===== config.mk =====
export PLATFORM = sky130hd
export DESIGN_NAME = mole_scheduler
export DESIGN_NICKNAME = d
export VERILOG_FILES = /design/src/rtl/mole_pkg.sv /design/src/rtl/mole_tick_timer.sv /design/src/rtl/mole_scheduler.sv
export SDC_FILE = /design/constraint.sdc
export NUM_CORES = 1
export LEC_CHECK = 0
export ABC_CLOCK_PERIOD_IN_PS = 3620
export CAP_MARGIN = 20
export CORE_MARGIN = 2
export CORE_UTILIZATION = 55
export DETAILED_ROUTE_END_ITERATION = 12
export PLACE_DENSITY_LB_ADDON = 0.3
export SLEW_MARGIN = 0
export SYNTH_ARGS = -nofsm -noshare
export SYNTH_HDL_FRONTEND = slang
export SYNTH_SLANG_ARGS = --single-unit
export TNS_END_PERCENT = 50

===== constraint.sdc =====
create_clock -name clk -period 3.62 [get_ports clk]
set_input_delay 0.543 -clock clk [delete_from_list [all_inputs] [get_ports clk]]
set_output_delay 0.543 -clock clk [all_outputs]
set_load 0.02 [all_outputs]

===== src/rtl/mole_pkg.sv =====
// Shared types and helpers for the whack-a-mole game controller.
package mole_pkg;

    typedef enum logic [2:0] {
        IDLE,
        GAP,
        UP,
        FLASH,
        OVER
    } state_t;

    localparam int NUM_HOLES = 5;

    // Holes are numbered 1..NUM_HOLES; anything else decodes to no mole.
    function automatic logic [NUM_HOLES-1:0] hole_onehot(input logic [2:0] hole);
        logic [NUM_HOLES-1:0] oh;
        oh = '0;
        for (int unsigned i = 0; i < NUM_HOLES; i++) begin
            if (hole == 3'(i + 1)) oh[i] = 1'b1;
        end
        return oh;
    endfunction

endpackage


===== src/rtl/mole_tick_timer.sv =====
// Loadable down-counter advanced by the tick enable; done marks the tick that expires it.
module mole_tick_timer #(
    parameter int W = 9
) (
    input  logic         clk,
    input  logic         reset_n,
    input  logic         tick,
    input  logic         load,
    input  logic [W-1:0] load_val,
    output logic         done
);

    logic [W-1:0] count;

    always_ff @(posedge clk or negedge reset_n) begin
        if (!reset_n) begin
            count <= '0;
        end else if (load) begin
            count <= load_val;
        end else if (tick && count != '0) begin
            count <= count - 1'b1;
        end
    end

    // A load of N expires on the N-th tick after the load edge.
    assign done = tick && (count == W'(1));

endmodule


===== src/rtl/mole_scheduler.sv =====
// Whack-a-mole game controller: round sequencing, hit/miss judging, score and miss count.
// Optional MOLE_SPEEDUP_EN shrinks the up-window as the player scores.
module mole_scheduler
    import mole_pkg::*;
#(
    parameter int UP_TICKS    = 500,
    parameter int GAP_TICKS   = 250,
    parameter int FLASH_TICKS = 100,
    parameter int MAX_MISSES  = 5,
    parameter int SCORE_W     = 8
) (
    input  logic                 clk,
    input  logic                 reset_n,
    input  logic                 tick,
    input  logic                 start,
    input  logic [2:0]           hole,
    input  logic [4:0]           buttons,
    output logic [4:0]           mole,
    output logic [SCORE_W-1:0]   score,
    output logic [3:0]           misses,
    output logic                 playing,
    output logic                 game_over
);

    localparam int MAX_UG  = (UP_TICKS > GAP_TICKS) ? UP_TICKS : GAP_TICKS;
    localparam int MAX_DUR = (MAX_UG > FLASH_TICKS) ? MAX_UG : FLASH_TICKS;
    localparam int CNT_W   = $clog2(MAX_DUR + 1);

    state_t                 state;
    logic [NUM_HOLES-1:0]   hole_oh;
    logic [CNT_W-1:0]       up_window;
    logic [CNT_W-1:0]       load_val;
    logic [3:0]             misses_next;
    logic                   load;
    logic                   done;
    logic                   hit;
    logic                   restart;

    assign hole_oh     = hole_onehot(hole);
    assign hit         = (state == UP) && ((buttons & mole) != '0);
    assign misses_next = misses + 4'd1;
    assign restart     = start && (state == IDLE || state == OVER);

`ifdef MOLE_SPEEDUP_EN
    localparam int SHRINK = UP_TICKS / 8;
    localparam int FLOOR  = UP_TICKS / 4;

    logic [2:0]       hit_mod;
    logic [CNT_W-1:0] win;

    always_ff @(posedge clk or negedge reset_n) begin
        if (!reset_n) begin
            win     <= CNT_W'(UP_TICKS);
            hit_mod <= '0;
        end else if (restart) begin
            win     <= CNT_W'(UP_TICKS);
            hit_mod <= '0;
        end else if (hit) begin
            hit_mod <= hit_mod + 3'd1;
            if (hit_mod == 3'd7) begin
                if (int'(win) - SHRINK < FLOOR) win <= CNT_W'(FLOOR);
                else                            win <= win - CNT_W'(SHRINK);
            end
        end
    end

    assign up_window = win;
`else
    assign up_window = CNT_W'(UP_TICKS);
`endif

    // Timer reload is decided in the same cycle as the transition so the
    // first tick in the new state is already counted.
    always_comb begin
        load     = 1'b0;
        load_val = CNT_W'(GAP_TICKS);
        case (state)
            IDLE, OVER: load = start;
            GAP: begin
                if (done) begin
                    load     = 1'b1;
                    load_val = (hole_oh != '0) ? up_window : CNT_W'(1);
                end
            end
            UP: begin
                if (hit) begin
                    load     = 1'b1;
                    load_val = CNT_W'(FLASH_TICKS);
                end else if (done) begin
                    load = 1'b1;
                end
            end
            FLASH:   load = done;
            default: load = 1'b0;
        endcase
    end

    mole_tick_timer #(
        .W (CNT_W)
    ) u_timer (
        .clk      (clk),
        .reset_n  (reset_n),
        .tick     (tick),
        .load     (load),
        .load_val (load_val),
        .done     (done)
    );

    always_ff @(posedge clk or negedge reset_n) begin
        if (!reset_n) begin
            state     <= IDLE;
            mole      <= '0;
            score     <= '0;
            misses    <= '0;
            playing   <= 1'b0;
            game_over <= 1'b0;
        end else begin
            case (state)
                IDLE, OVER: begin
                    if (start) begin
                        state     <= GAP;
                        mole      <= '0;
                        score     <= '0;
                        misses    <= '0;
                        playing   <= 1'b1;
                        game_over <= 1'b0;
                    end
                end
                GAP: begin
                    if (done && hole_oh != '0) begin
                        mole  <= hole_oh;
                        state <= UP;
                    end
                end
                UP: begin
                    if (hit) begin
                        if (score != '1) score <= score + 1'b1;
                        state <= FLASH;
                    end else if (done) begin
                        misses <= misses_next;
                        mole   <= '0;
                        if (misses_next == 4'(MAX_MISSES)) begin
                            state     <= OVER;
                            playing   <= 1'b0;
                            game_over <= 1'b1;
                        end else begin
                            state <= GAP;
                        end
                    end
                end
                FLASH: begin
                    if (done) begin
                        mole  <= '0;
                        state <= GAP;
                    end
                end
                default: begin
                    state     <= IDLE;
                    mole      <= '0;
                    playing   <= 1'b0;
                    game_over <= 1'b0;
                end
            endcase
        end
    end

endmodule


After elaboration in Yosys (flattened, before gate mapping)
Cells that the tools add are included.
{ "totals": {"ff_bits": 31, "inputBits": 12, "output_inout_bits": 19, "wordCells": 94} }
{ "op_classes": {"add_sub_neg": 3, "eq_ne": 21, "n_mux": 44, "bitwise_logic": 2, "n_reduce_logical": 17} }
{ "ops": {"columns": ["cell", "n"], "rows": [
  ["$mux 9", 4],
  ["$mux 8", 4],
  ["$mux 5", 4],
  ["$pmux 5 s4", 1],
  ["$mux 3", 6],
  ["$pmux 9 s2", 1],
  ["$pmux 8 s2", 1],
  ["$mux 1", 15],
  ["$eq 3x2->1 const B", 4],
  ["$mux 4", 3],
  ["$ne 2x2->1 const B", 6],
  ["$pmux 3 s4", 1],
  ["$reduce_and 4->1", 3],
  ["$reduce_bool 5->1", 2],
  ["$eq 3x3->1 const B", 3],
  ["$eq 9x1->1 const B", 1],
  ["$reduce_bool 9->1", 1],
  ["$sub 9x1->9 const B", 1],
  ["$add 8x1->8 const B", 1],
  ["$ne 8x8->1 const B", 1],
  ["$pmux 4 s2", 1],
  ["$eq 3x1->1 const B", 2],
  ["$pmux 1 s3", 2],
  ["$and 5x5->5", 1],
  ["12 further kinds", 18]
]} }

Logic depth before layout (Yosys ltp)
Gate-level depths: netlist of run 1.
{ "logic_depth": {"depth_word": 7, "ltp_mapped": 8, "ltp_nobuf": 7} }

By module
Synthesis of run 1 repeated with hierarchy kept, for this count alone.
{ "hier_totals": {"cells_unflattened": 219, "area_unflattened_um2": 2021.9} }
{ "modules_own_cells": {"columns": ["mod", "n_inst", "cells_each", "area_each_um2"], "rows": [
  ["mole_scheduler", 1, 156, 1403.8],
  ["mole_tick_timer", 1, 63, 618.1]
]} }

Worst setup path after synthesis of run 1
OpenSTA, ideal clock, no wires.
{ "synth_path": {"path_kind": "input-to-reg", "from": "input buttons[0]", "to": "register u_timer.count[7]", "setup_time_ns": 0.124, "arrival_ns": 1.766, "required_time_ns": 3.496, "path_slack_ns": 1.730, "path_stages": 6, "n_path_buf": 0, "path_cell_list": "a222oi_1 > nand2_1 > o21ai_0 > o31ai_1 > o22ai_1 > a21oi_1"} }
{ "synth_via": {"elab_chain_len": 6, "word_cells_on_any_way": 9, "classes_between": "mux (5); bitwise (1); reduce/logical (3)"} }
{ "synth_rtl": {"columns": ["item", "line", "text"], "rows": [
  ["from (decl)", "mole_scheduler.sv:17", "input logic [4:0] buttons,"],
  ["$and 5x5->5 *", "mole_scheduler.sv:40", "assign hit = (state == UP) && ((buttons & mole) != '0);"],
  ["$reduce_bool 5->1 *", "mole_scheduler.sv:40", null],
  ["$logic_and 1x1->1 *", "mole_scheduler.sv:40", null],
  ["$mux 1 or $mux 8 (tied branches)", "mole_scheduler.sv:86", "if (hit) begin"],
  ["$pmux 1 s4 or $pmux 9 s2 (tied branches)", "mole_scheduler.sv:77", "case (state)"],
  ["$mux 9 or $reduce_bool 2->1 (tied branches)", null, null],
  ["to (signal assigned)", "mole_tick_timer.sv:19", "count <= load_val;"],
  ["to (signal assigned)", "mole_tick_timer.sv:21", "count <= count - 1'b1;"],
  ["to (decl)", "mole_tick_timer.sv:13", "logic [W-1:0] count;"]
]} }
Mark *: on every way between the ends. The rest lies on a longest branch, timed or not.
A chain may end at the register's enable or synchronous reset.

Worst setup path after layout of run 1
{ "layout_path": {"from": "input buttons[0]", "to": "register score[5]"} }
{ "layout_via": {"elab_chain_len": 5} }
{ "layout_rtl": {"columns": ["item", "line", "text"], "rows": [
  ["$and 5x5->5", "mole_scheduler.sv:40", null],
  ["$reduce_bool 5->1", "mole_scheduler.sv:40", null],
  ["$logic_and 1x1->1", "mole_scheduler.sv:40", null],
  ["$ne 2x2->1 (no source line)", null, null],
  ["$reduce_and 4->1 (no source line)", null, null],
  ["to (signal assigned)", "mole_scheduler.sv:137", "if (score != '1) score <= score + 1'b1;"],
  ["to (decl)", "mole_scheduler.sv:19", "output logic [SCORE_W-1:0] score,"]
]} }
Every way passes these cells.

==> flow_summary.json, run 1 <==
{
  "status": "finished clean",
  "grt_pass1_wl_um": 6310,
  "cts.repair.resized": 0,
  "ys_warn_count": 0,
  "placement.io_buffers": 30,
  "cts_sinks": 31,
  "design_area_um2": 2230,
  "cts.clk_slew.worst_paths_ns": 0.08,
  "die_h_um": 62.0,
  "slowest_delay_ns": 0.64,
  "holdCritStartpoint": "playing",
  "reg2reg_to": "u_timer.count[0]",
  "final_max_slew_viol_count": 0,
  "cts_setup_buffers": 0,
  "yosysUniqueCellTypes": 49,
  "clock.fmax_ghz": 0.418,
  "post_dp_cell_area_um2": 2190,
  "overflow": 0,
  "place.gp.congestion": 0.889,
  "grt_max_degree": 32,
  "pre_cts_ws_ns": 0.849,
  "netlist.area_leader.share_pct": 42.0,
  "antenna_found_initial": 0,
  "synth_nets": 224,
  "setup_ws_ns": 1.23,
  "tightest_slew_ns": 0.726,
  "firstDrtPassIters": 4,
  "clock_latency_ns": 0.32,
  "drive_gt1_share_pct": 6.72,
  "rsz0062_at_grt": "no",
  "crit_type": "in -> reg",
  "drcViolationCount": 0,
  "hold_path_end": "playing",
  "vias": 1575,
  "htreeDepth": 2,
  "multi_input_area_um2": 975,
  "yosysSeqAreaShare_pct": 42.0,
  "finalCritPeriodShare_pct": 66.1,
  "syn_avg_cell_area_um2": 8.97,
  "rr_startpoint": "u_timer.count[6]",
  "numCtsBuffers": 5,
  "wl_per_cell_um": 13.0,
  "ir_worst_vdd_v": 0.000295,
  "ys_seq_elements": 31,
  "dieArea_um2": 3840,
  "fin_crit_ns": 2.39,
  "setup_violations": 0,
  "diodes": 0,
  "tns_ns": 0,
  "die_w_um": 62.0,
  "synth_top_cell_by_area": "dfrtp_1",
  "cp.required_ns": 3.83,
  "ff2ff_path_depth": 5,
  "worst_setup_path_start_kind": "input pin",
  "synthTopCellsByArea": "dfrtp_1 42%, o21ai_0 5.4%, nor2_1 4.3%",
  "syn_area_um2": 1850,
  "max-cap-violations": 0,
  "drtAntennaViolNets": 0,
  "fin_worst_skew_ns": 0.00607,
  "crit_path_top_delay_cell": "o221ai_1",
  "clock-root-buffer": "clkbuf_4",
  "nets": 257,
  "totalWireLength_um": 3700,
  "fillers": 275,
  "crit_path_cell_trace": "clkdlybuf4s50_1 -> a222oi_1 -> nand2_1 -> o221ai_1 -> nor3_1 -> xnor2_1 -> nor2_1",
  "syn2layout_area_growth_pct": 20.6,
  "top_level_ports": 31,
  "drt_iter0_drc": 84,
  "rows": 21,
  "vias_per_cell": 5.55,
  "relSlewSlack_pct": 51.6,
  "reg2reg_setup_slack_ns": 1.42,
  "dpl.hpwl_um": 2760,
  "syn_inst": 206,
  "cts_tree": "yes",
  "grt_pass1_vias": 1425,
  "powerDensity_nw_per_um2": 346,
  "min_path_type": "reg -> reg",
  "hold_path_depth": 2,
  "clock_path_buffers": 2,
  "hold_buffers": 0,
  "p_leak_nw": 0.908,
  "core-area_um2": 3280,
  "end_kind": "flip-flop",
  "start_util_pct": 56.3,
  "path_max_fanout": 11,
  "crit_arrival_ns": 2.60,
  "final-hold-violation-count": 0,
  "globalRouteTotalUtil_pct": 22.6,
  "ff_latch_area_um2": 776
}
-- flip-flops by register name, summed over array words and instances (netlist names) --
signal	cells
u_timer.count	9
misses	4
mole	5
score	8
state	3
game_over	1
playing	1
-- metrics by stage --
stage	cells	utilization, %	total power [mW]	hold WS, ns
final	284	67.8	0.771	0.539
after CTS	284	67.8	0.783	0.552
after global placement	278	66.6	0.603	0.519
after detailed placement	278	66.6	0.608	0.523
after floorplan	206	-	0.546	0.247
after global routing	284	67.8	0.821	0.581
-- cell usage after synthesis (all sizes together) --
master and number:
or3b 1, nand2 18, a2bb2oi 2, and3b 1
inv 17, a21o 1, nand4 3, a21boi 1
a222oi 1, nor4 3, and2 1, xor2 6
or2 2, nand3 7, xnor2 3, o21ai 20
nor2b 2, nor3b 1, a32oi 1, o32ai 3
o311ai 1, nor2 21, o31ai 1, a22oi 1
o31a 1, or3 6, nand4b 3, or4 2
nand3b 1, ha 6, nor3 6, o22a 1
o211ai 1, o221ai 1, clkbuf 2, a31oi 3
o22ai 2, a2111oi 1, dfrtp 31, a21oi 12
nand2b 4, and2b 1, buf 4
-- kinds of logic (layout without fill, tap and decap cells) --
logic type      count (synthesis)  after routing  synth area share [%]
compound gates                 54             54                  20.0
xor+xnor                        9              9                  4.27
fa+ha+maj                       6              6                  4.06
buf+inv                        23             55                  5.28
flops                          31             31                  42.0
simple gates                   83             83                  24.4
-- critical path: cells and delay by family --
family / cells / cell delay [ns]
AOI/OAI and AO/OA: 2 / 1.06
and+or+nand+nor: 3 / 0.44
buffers and inverters: 1 / 0.39
xor gates and xnor gates: 1 / 0.17
-- layer usage --
metal	GRT usage, %	part of all wire, %	wire (um)
met4	9.42	2.0	75
met3	6.00	3.9	146
met2	34.8	47	1740
met1	30.0	47	1740
met5	0	0	0
-- where the power goes --
part	internal, mW	switching [mW]	total, mW
combinational	0.0778	0.0782	0.156
clock	0.0689	0.103	0.171
sequential	0.388	0.0564	0.444
total	0.534	0.237	0.771
-- layout make-up --
class | instances | area share [%]
inverters | 17 | 2.86
clock buffers | 6 | 1.85
repair buffers | 32 | 14.1
multi-input cells | 152 | 43.7
flip-flops and latches | 31 | 34.8
well taps | 46 | 2.58
-- worst max-delay path by stage --
stage	start	depth (start not counted)	to	slack, ns
after floorplan	buttons[0]	6	u_timer.count[7]	1.73
after global placement	buttons[0]	7	score[5]	0.88
after detailed placement	buttons[0]	7	score[5]	0.85
after CTS	buttons[0]	7	score[5]	1.21
after global routing	buttons[0]	7	score[5]	0.99
final	buttons[0]	7	score[5]	1.23
-- placed cells by master (no fill, tap or decap), types with 3 or more instances in the layout --
| master | instances |
|---|---|
| nor2_1 | 21 |
| xnor2_1 | 3 |
| o21ai_0 | 20 |
| nand4b_1 | 3 |
| nor3_1 | 6 |
| nand2b_1 | 4 |
| a31oi_1 | 3 |
| a21oi_1 | 10 |
| dfrtp_1 | 31 |
| ha_1 | 6 |
| xor2_1 | 6 |
| nand3_1 | 7 |
| clkdlybuf4s50_1 | 30 |
| clkbuf_4 | 5 |
| nand2_1 | 18 |
| inv_1 | 17 |
| o32ai_1 | 3 |
| or3_1 | 6 |
Power figures use the tool's default switching activity.
==> run 2, diff against run 1 <==
--- a/config.mk
+++ b/config.mk
@@ -5,10 +5,10 @@
 export SDC_FILE = /design/constraint.sdc
 export NUM_CORES = 1
 export LEC_CHECK = 0
-export ABC_CLOCK_PERIOD_IN_PS = 3620
+export ABC_CLOCK_PERIOD_IN_PS = 2230
 export CAP_MARGIN = 20
 export CORE_MARGIN = 2
-export CORE_UTILIZATION = 55
+export CORE_UTILIZATION = 53
 export DETAILED_ROUTE_END_ITERATION = 12
 export PLACE_DENSITY_LB_ADDON = 0.3
 export SLEW_MARGIN = 0
==> constraint.sdc (replaced) <==
create_clock -name clk -period 2.23 [get_ports clk]
set_input_delay 0.3345 -clock clk [delete_from_list [all_inputs] [get_ports clk]]
set_output_delay 0.3345 -clock clk [all_outputs]
set_load 0.02 [all_outputs]
==> run 2 against run 1 <==
Net effect:
- setup slack got worse by 1.0 ns
- utilization grew 1.6 points
- hold slack worse by 0.16 ns
- sequential power up 63%
- sequential share of layout area is 1.3 points lower
- wire length rose by 5.9%
- first-iteration DRC count down 19%
- total power rose by 69%
- via count increased by 3.7%
- combinational power is 69% higher
==> flow_summary.json, run 2 (synthesized netlist as in run 1, its figures left out) <==
{
  "status": "finished clean",
  "min_path_type": "in -> async",
  "worst_setup_path_start_kind": "flip-flop",
  "drcViolationCount": 0,
  "fin_crit_ns": 2.03,
  "p_leak_nw": 0.965,
  "totalWireLength_um": 3920,
  "final_max_slew_viol_count": 0,
  "globalRouteTotalUtil_pct": 23.2,
  "nets": 267,
  "drive_gt1_share_pct": 11.2,
  "top_level_ports": 31,
  "crit_arrival_ns": 2.29,
  "grt_pass1_vias": 1569,
  "final-hold-violation-count": 0,
  "finalCritPeriodShare_pct": 90.9,
  "grt_max_degree": 32,
  "crit_buf_inv": 0,
  "tightest_slew_ns": 0.578,
  "drt_iter0_drc": 68,
  "clockPowerShare_pct": 24.2,
  "syn2layout_area_growth_pct": 25.4,
  "diodes": 0,
  "rr_startpoint": "u_timer.count[6]",
  "setup_violations": 0,
  "vias": 1633,
  "p_comb_share_pct": 20.2,
  "rows": 21,
  "end_kind": "flip-flop",
  "final_common_cell": "dfrtp_1",
  "powerDensity_nw_per_um2": 562,
  "grt_pass1_wl_um": 7290,
  "clock_latency_ns": 0.34,
  "max_flop_register": "u_timer.count",
  "crit_type": "reg -> reg",
  "firstDrtPassIters": 5,
  "slowest_delay_ns": 0.58,
  "start_util_pct": 55.4,
  "cts_tree": "yes",
  "antenna_found_initial": 0,
  "switchingPower_mw": 0.418,
  "crit_path_top_delay_cell": "o311ai_1",
  "ff2ff_path_depth": 5,
  "cts.clk_slew.worst_paths_ns": 0.09,
  "placement.io_buffers": 30,
  "ir_worst_vdd_v": 0.000343,
  "htreeDepth": 2,
  "dpl.hpwl_um": 2810,
  "cp.required_ns": 2.49,
  "largest_register_ffs": 9,
  "core-area_um2": 3340,
  "crit_family": "compound AO/OA/AOI/OAI gates",
  "fin_worst_skew_ns": 0.00721,
  "dieArea_um2": 3980,
  "clock.fmax_ghz": 0.493,
  "seqPwrFrac_pct": 55.6,
  "internal-power_mw": 0.885,
  "rsz0062_at_grt": "no",
  "drtAntennaViolNets": 0,
  "clock_path_buffers": 2,
  "reg2reg_setup_slack_ns": 0.20,
  "cts_sinks": 31,
  "crit_path_cell_trace": "nor4_4 -> nand4_2 -> o311ai_1 -> o22ai_1 -> a21oi_1",
  "die_w_um": 63.1,
  "top_regs": "u_timer.count (9), score (8), mole (5)",
  "post_dp_cell_area_um2": 2260,
  "overflow": 0,
  "reg2reg_to": "u_timer.count[7]",
  "die_h_um": 63.1,
  "finalPower_mw": 1.30,
  "hold_buffers": 0,
  "path_max_fanout": 5,
  "place.gp.congestion": 0.827,
  "relSlewSlack_pct": 60.9,
  "clock-root-buffer": "clkbuf_4",
  "numCtsBuffers": 5,
  "max-cap-violations": 0,
  "swShare_pct": 32.1,
  "wl_per_cell_um": 13.2,
  "design_area_um2": 2320,
  "mostFrequentLayoutCells": "31 x dfrtp_1, 30 x clkdlybuf4s50_1, 21 x nor2_1",
  "hold_ws_ns": 0.379,
  "vias_per_cell": 5.52
}
## run 2: cell types whose count changed in the layout (fill, tap and decap cells not counted), sizes merged
cell / previous run / this run
buf: 2 / 12
clkinv: 0 / 1
clkbuf: 6 / 7
## run 2: metrics by stage
stage | utilization, % | setup WS, ns | setup TNS (ns) | instances
global placement | 67.8 | -0.112 | -0.480 | 288
finish | 69.4 | 0.204 | 0 | 296
detailed placement | 67.8 | -0.142 | -0.845 | 288
floorplan | - | 0.382 | 0 | 206
CTS | 69.3 | 0.138 | 0 | 296
global route | 69.4 | 0.0193 | 0 | 296
## run 2: repair_timing
item                                    CTS  global route
hold endpoints to repair                  0             0
setup buffers                             0             0
resized for setup                         0             2
endpoints found under the setup margin    0             1
## run 2: power groups by stage
stage | sequential, mW | combinational (mW) | clock (mW)
4_1_cts | 0.723 | 0.267 | 0.326
6_report | 0.725 | 0.263 | 0.315
2_1_floorplan | 0.727 | 0.159 | 0
3_5_place_dp | 0.734 | 0.261 | 0
5_1_grt | 0.738 | 0.308 | 0.351
3_3_place_gp | 0.730 | 0.255 | 0
## run 2: worst max-delay path by stage
stage               slack, ns             start                to  depth (start not counted)
floorplan                0.38          score[0]          score[5]                          8
global placement        -0.11        buttons[0]  u_timer.count[4]                          8
detailed placement      -0.14        buttons[0]  u_timer.count[4]                          8
CTS                      0.14  u_timer.count[6]  u_timer.count[0]                          5
global route             0.02  u_timer.count[6]  u_timer.count[7]                          5
finish                   0.20  u_timer.count[6]  u_timer.count[7]                          5
## run 2: layout make-up
cell class / instances / area (um^2)
inverter: 17 / 63.8
tap: 46 / 57.6
fill: 295 / 1020
sequential: 31 / 776
multi-input combinational: 152 / 980
timing repair buffer: 42 / 390
clock inverter: 1 / 5.00
clock buffer: 7 / 45.0
## run 2: metal layers
layer / GRT usage [%] / vias up / share of wire [%] / wire (um)
met5: 0 / - / 0 / 0
met4: 8.61 / 0 / 1.7 / 68
met3: 5.89 / 5 / 4.7 / 184
met2: 36.8 / 36 / 47 / 1830
met1: 30.8 / 771 / 47 / 1830
li1: - / 821 / - / -
==> run 3, diff against run 2 <==
--- a/config.mk
+++ b/config.mk
@@ -8,11 +8,12 @@
 export ABC_CLOCK_PERIOD_IN_PS = 2230
 export CAP_MARGIN = 20
 export CORE_MARGIN = 2
-export CORE_UTILIZATION = 53
+export CORE_UTILIZATION = 54
 export DETAILED_ROUTE_END_ITERATION = 12
 export PLACE_DENSITY_LB_ADDON = 0.3
 export SLEW_MARGIN = 0
 export SYNTH_ARGS = -nofsm -noshare
 export SYNTH_HDL_FRONTEND = slang
+export SYNTH_HIERARCHICAL = 1
 export SYNTH_SLANG_ARGS = --single-unit
 export TNS_END_PERCENT = 50
==> run 3 against run 2 <==
Net effect:
- wire length increased by 35%
- first-iteration DRC count increased by 88%
- cell count increased by 9.5%
- critical path type unchanged
- largest cell class unchanged
==> flow_summary.json, run 3 <==
{
  "hold_ws_ns": 0.434,
  "syn_inst": 219,
  "antenna_found_initial": 0,
  "nets": 293,
  "netlist.area_leader.share_pct": 38.4,
  "drive_gt1_share_pct": 21.7,
  "syn_avg_cell_area_um2": 9.23,
  "crit_buf_inv": 1,
  "htreeDepth": 2,
  "multi_input_area_um2": 1230,
  "final_max_slew_viol_count": 0,
  "powerDensity_nw_per_um2": 763,
  "rsz0062_at_grt": "yes",
  "crit_family": "simple AND/OR/NAND/NOR gates",
  "drtAntennaViolNets": 0,
  "clock.fmax_ghz": 0.465,
  "setup_ws_ns": 0.0788,
  "finalPower_mw": 2.07,
  "post_dp_cell_area_um2": 2540,
  "synthFlopType": "dfrtp_1",
  "final-hold-violation-count": 0,
  "syn_area_um2": 2020,
  "synth_nets": 237,
  "tns_ns": 0,
  "max_flop_register": "u_timer/count",
  "die_w_um": 65.2,
  "core-area_um2": 3630,
  "syn2layout_area_growth_pct": 33.9,
  "clock-root-buffer": "clkbuf_8",
  "design_area_um2": 2710,
  "synth_top_cell_by_area": "dfrtp_1",
  "overflow": 0,
  "synthTopCellsByArea": "dfrtp_1 38%, nand2_1 5.2%, mux2_2 4.5%",
  "dieArea_um2": 4250,
  "cp_num_cells": 8,
  "cts.clk_slew.worst_paths_ns": 0.07,
  "yosysUniqueCellTypes": 55,
  "path_max_fanout": 5,
  "totalWireLength_um": 5280,
  "end_kind": "flip-flop",
  "top_level_ports": 31,
  "placed_cells": 314,
  "p_leak_nw": 1.12,
  "vias_per_cell": 6.01,
  "crit_path_end": "misses[3]",
  "synth_compound_area_share_pct": 20.8,
  "cts_tree": "yes",
  "crit_arrival_ns": 2.34,
  "dpl.hpwl_um": 3800,
  "start_util_pct": 55.6,
  "relSlewSlack_pct": 60.7,
  "startpoint": "u_timer/count[4]",
  "synth_top_family_by_area": "simple AND/OR/NAND/NOR gates",
  "min_path_type": "in -> async",
  "cts_sinks": 31,
  "drcViolationCount": 0,
  "grt_pass1_wl_um": 8710,
  "muxShareOfSynthArea_pct": 7.43,
  "cp.required_ns": 2.41,
  "vias": 1947,
  "yosysMostFrequentCell": "dfrtp_1",
  "slowest_delay_ns": 0.41,
  "ff_latch_area_um2": 777,
  "mostFrequentLayoutCells": "30 x dfrtp_1, 30 x clkdlybuf4s50_1, 28 x nand2_1",
  "firstDrtPassIters": 4,
  "synth-edff-count": 0,
  "wl_per_cell_um": 16.3,
  "rr_startpoint": "u_timer/count[4]",
  "status": "finished clean",
  "place.gp.congestion": 0.828,
  "synth_xor_area_share_pct": 2.17,
  "crit_path_cell_trace": "nor4_4 -> nand2_1 -> nor3_2 -> buf_4 -> nand3b_1 -> a21o_1 -> or3_1 -> o311ai_2",
  "ir_worst_vdd_v": 0.000387,
  "synthSimpleGateAreaFrac_pct": 24.7,
  "crit_type": "reg -> reg",
  "grt_pass1_vias": 1883,
  "reg2reg_setup_slack_ns": 0.08,
  "yosysSeqAreaShare_pct": 38.4,
  "placement.io_buffers": 30,
  "synth-adder-area-share_pct": 3.71,
  "clock_path_buffers": 2,
  "crit_path_top_delay_cell": "dfrtp_1",
  "final_util_pct": 74.5,
  "stdcell_count": 324,
  "fin_worst_skew_ns": 0.00592,
  "hold_buffers": 0,
  "rows": 22,
  "worst_setup_path_start_kind": "flip-flop",
  "ys_top_cells_by_count": "31 x dfrtp_1, 28 x nand2_1, 17 x o21ai_0, 9 x inv_1, 8 x mux2_2",
  "tightest_slew_ns": 0.588,
  "ys_async_sr_fraction_pct": 100,
  "die_h_um": 65.2,
  "reg2reg_to": "misses[3]",
  "fillers": 265,
  "drt_iter0_drc": 128,
  "finalCritPeriodShare_pct": 96.5,
  "max-cap-violations": 0,
  "setup_violations": 0,
  "ys_warn_count": 6,
  "numCtsBuffers": 5,
  "pre_cts_ws_ns": -0.133,
  "fin_crit_ns": 2.15,
  "grt_max_degree": 32,
  "globalRouteTotalUtil_pct": 26.3,
  "diodes": 0,
  "top_regs": "u_timer/count (9), score (8), mole (5)",
  "ff2ff_path_depth": 8,
  "largest_register_ffs": 9,
  "clock_latency_ns": 0.29,
  "ys_seq_elements": 31
}
[run 3: changes by cell type in the layout (fill, tap and decap cells not counted), moves of 8 or more]
cell / previous run / this run
buf_4: 12 / 25
mux2_2: 0 / 8
nor2_1: 21 / 7
inv_1: 17 / 9
nand2_1: 18 / 28
[run 3: logic make-up after synthesis]
kind of cell / count (synthesis)
flops: 31
mux: 14
compound gates: 63
xor+xnor: 5
fa+ha+maj: 6
buf+inv: 15
simple gates: 85
[run 3: layer usage]
layer / wire length [um] / track usage [%] / share of wire [%] / vias to the layer above
li1: - / - / - / 924
met1: 2260 / 33.9 / 43 / 959
met2: 2690 / 44.9 / 51 / 55
met3: 266 / 4.62 / 5.0 / 9
met4: 70 / 8.33 / 1.3 / 0
met5: 0 / 0 / 0 / -
[run 3: what timing repair did]
item                                    CTS  global route
gates resized for setup                   1             7
buffers inserted                          0             2
endpoints found under the setup margin    2            14
pin swaps                                 0             1
[run 3: worst register-to-register path: stages, from the launching register on]
cell and delay (ns):
dfrtp_1 0.41, nor4_4 0.30, nand2_1 0.12, nor3_2 0.17
buf_4 0.17, nand3b_1 0.10, a21o_1 0.20, or3_1 0.34
o311ai_2 0.24
[run 3: final cells by class]
type / count / share of cell area, %
tap: 48 / 2.22
clock buffer: 6 / 3.05
timing repair buffer: 55 / 18.0
clock inverter: 2 / 1.29
sequential: 31 / 28.7
multi-input combinational: 173 / 45.5
inverter: 9 / 1.25
[run 3: worst min path at each step]
stage / slack [ns] / from / to
2_1_floorplan: 0.04 / reset_n / game_over
3_3_place_gp: 0.52 / mole[1] / mole[1]
3_5_place_dp: 0.53 / mole[0] / mole[0]
4_1_cts: 0.46 / reset_n / mole[3]
5_1_grt: 0.48 / reset_n / mole[0]
6_report: 0.43 / reset_n / mole[0]
[run 3: where the power goes]
group,internal [mW],leakage (nW),switching [mW]
Sequential,0.666,0.383,0.158
Combinational,0.321,0.677,0.342
Clock,0.361,0.0612,0.217
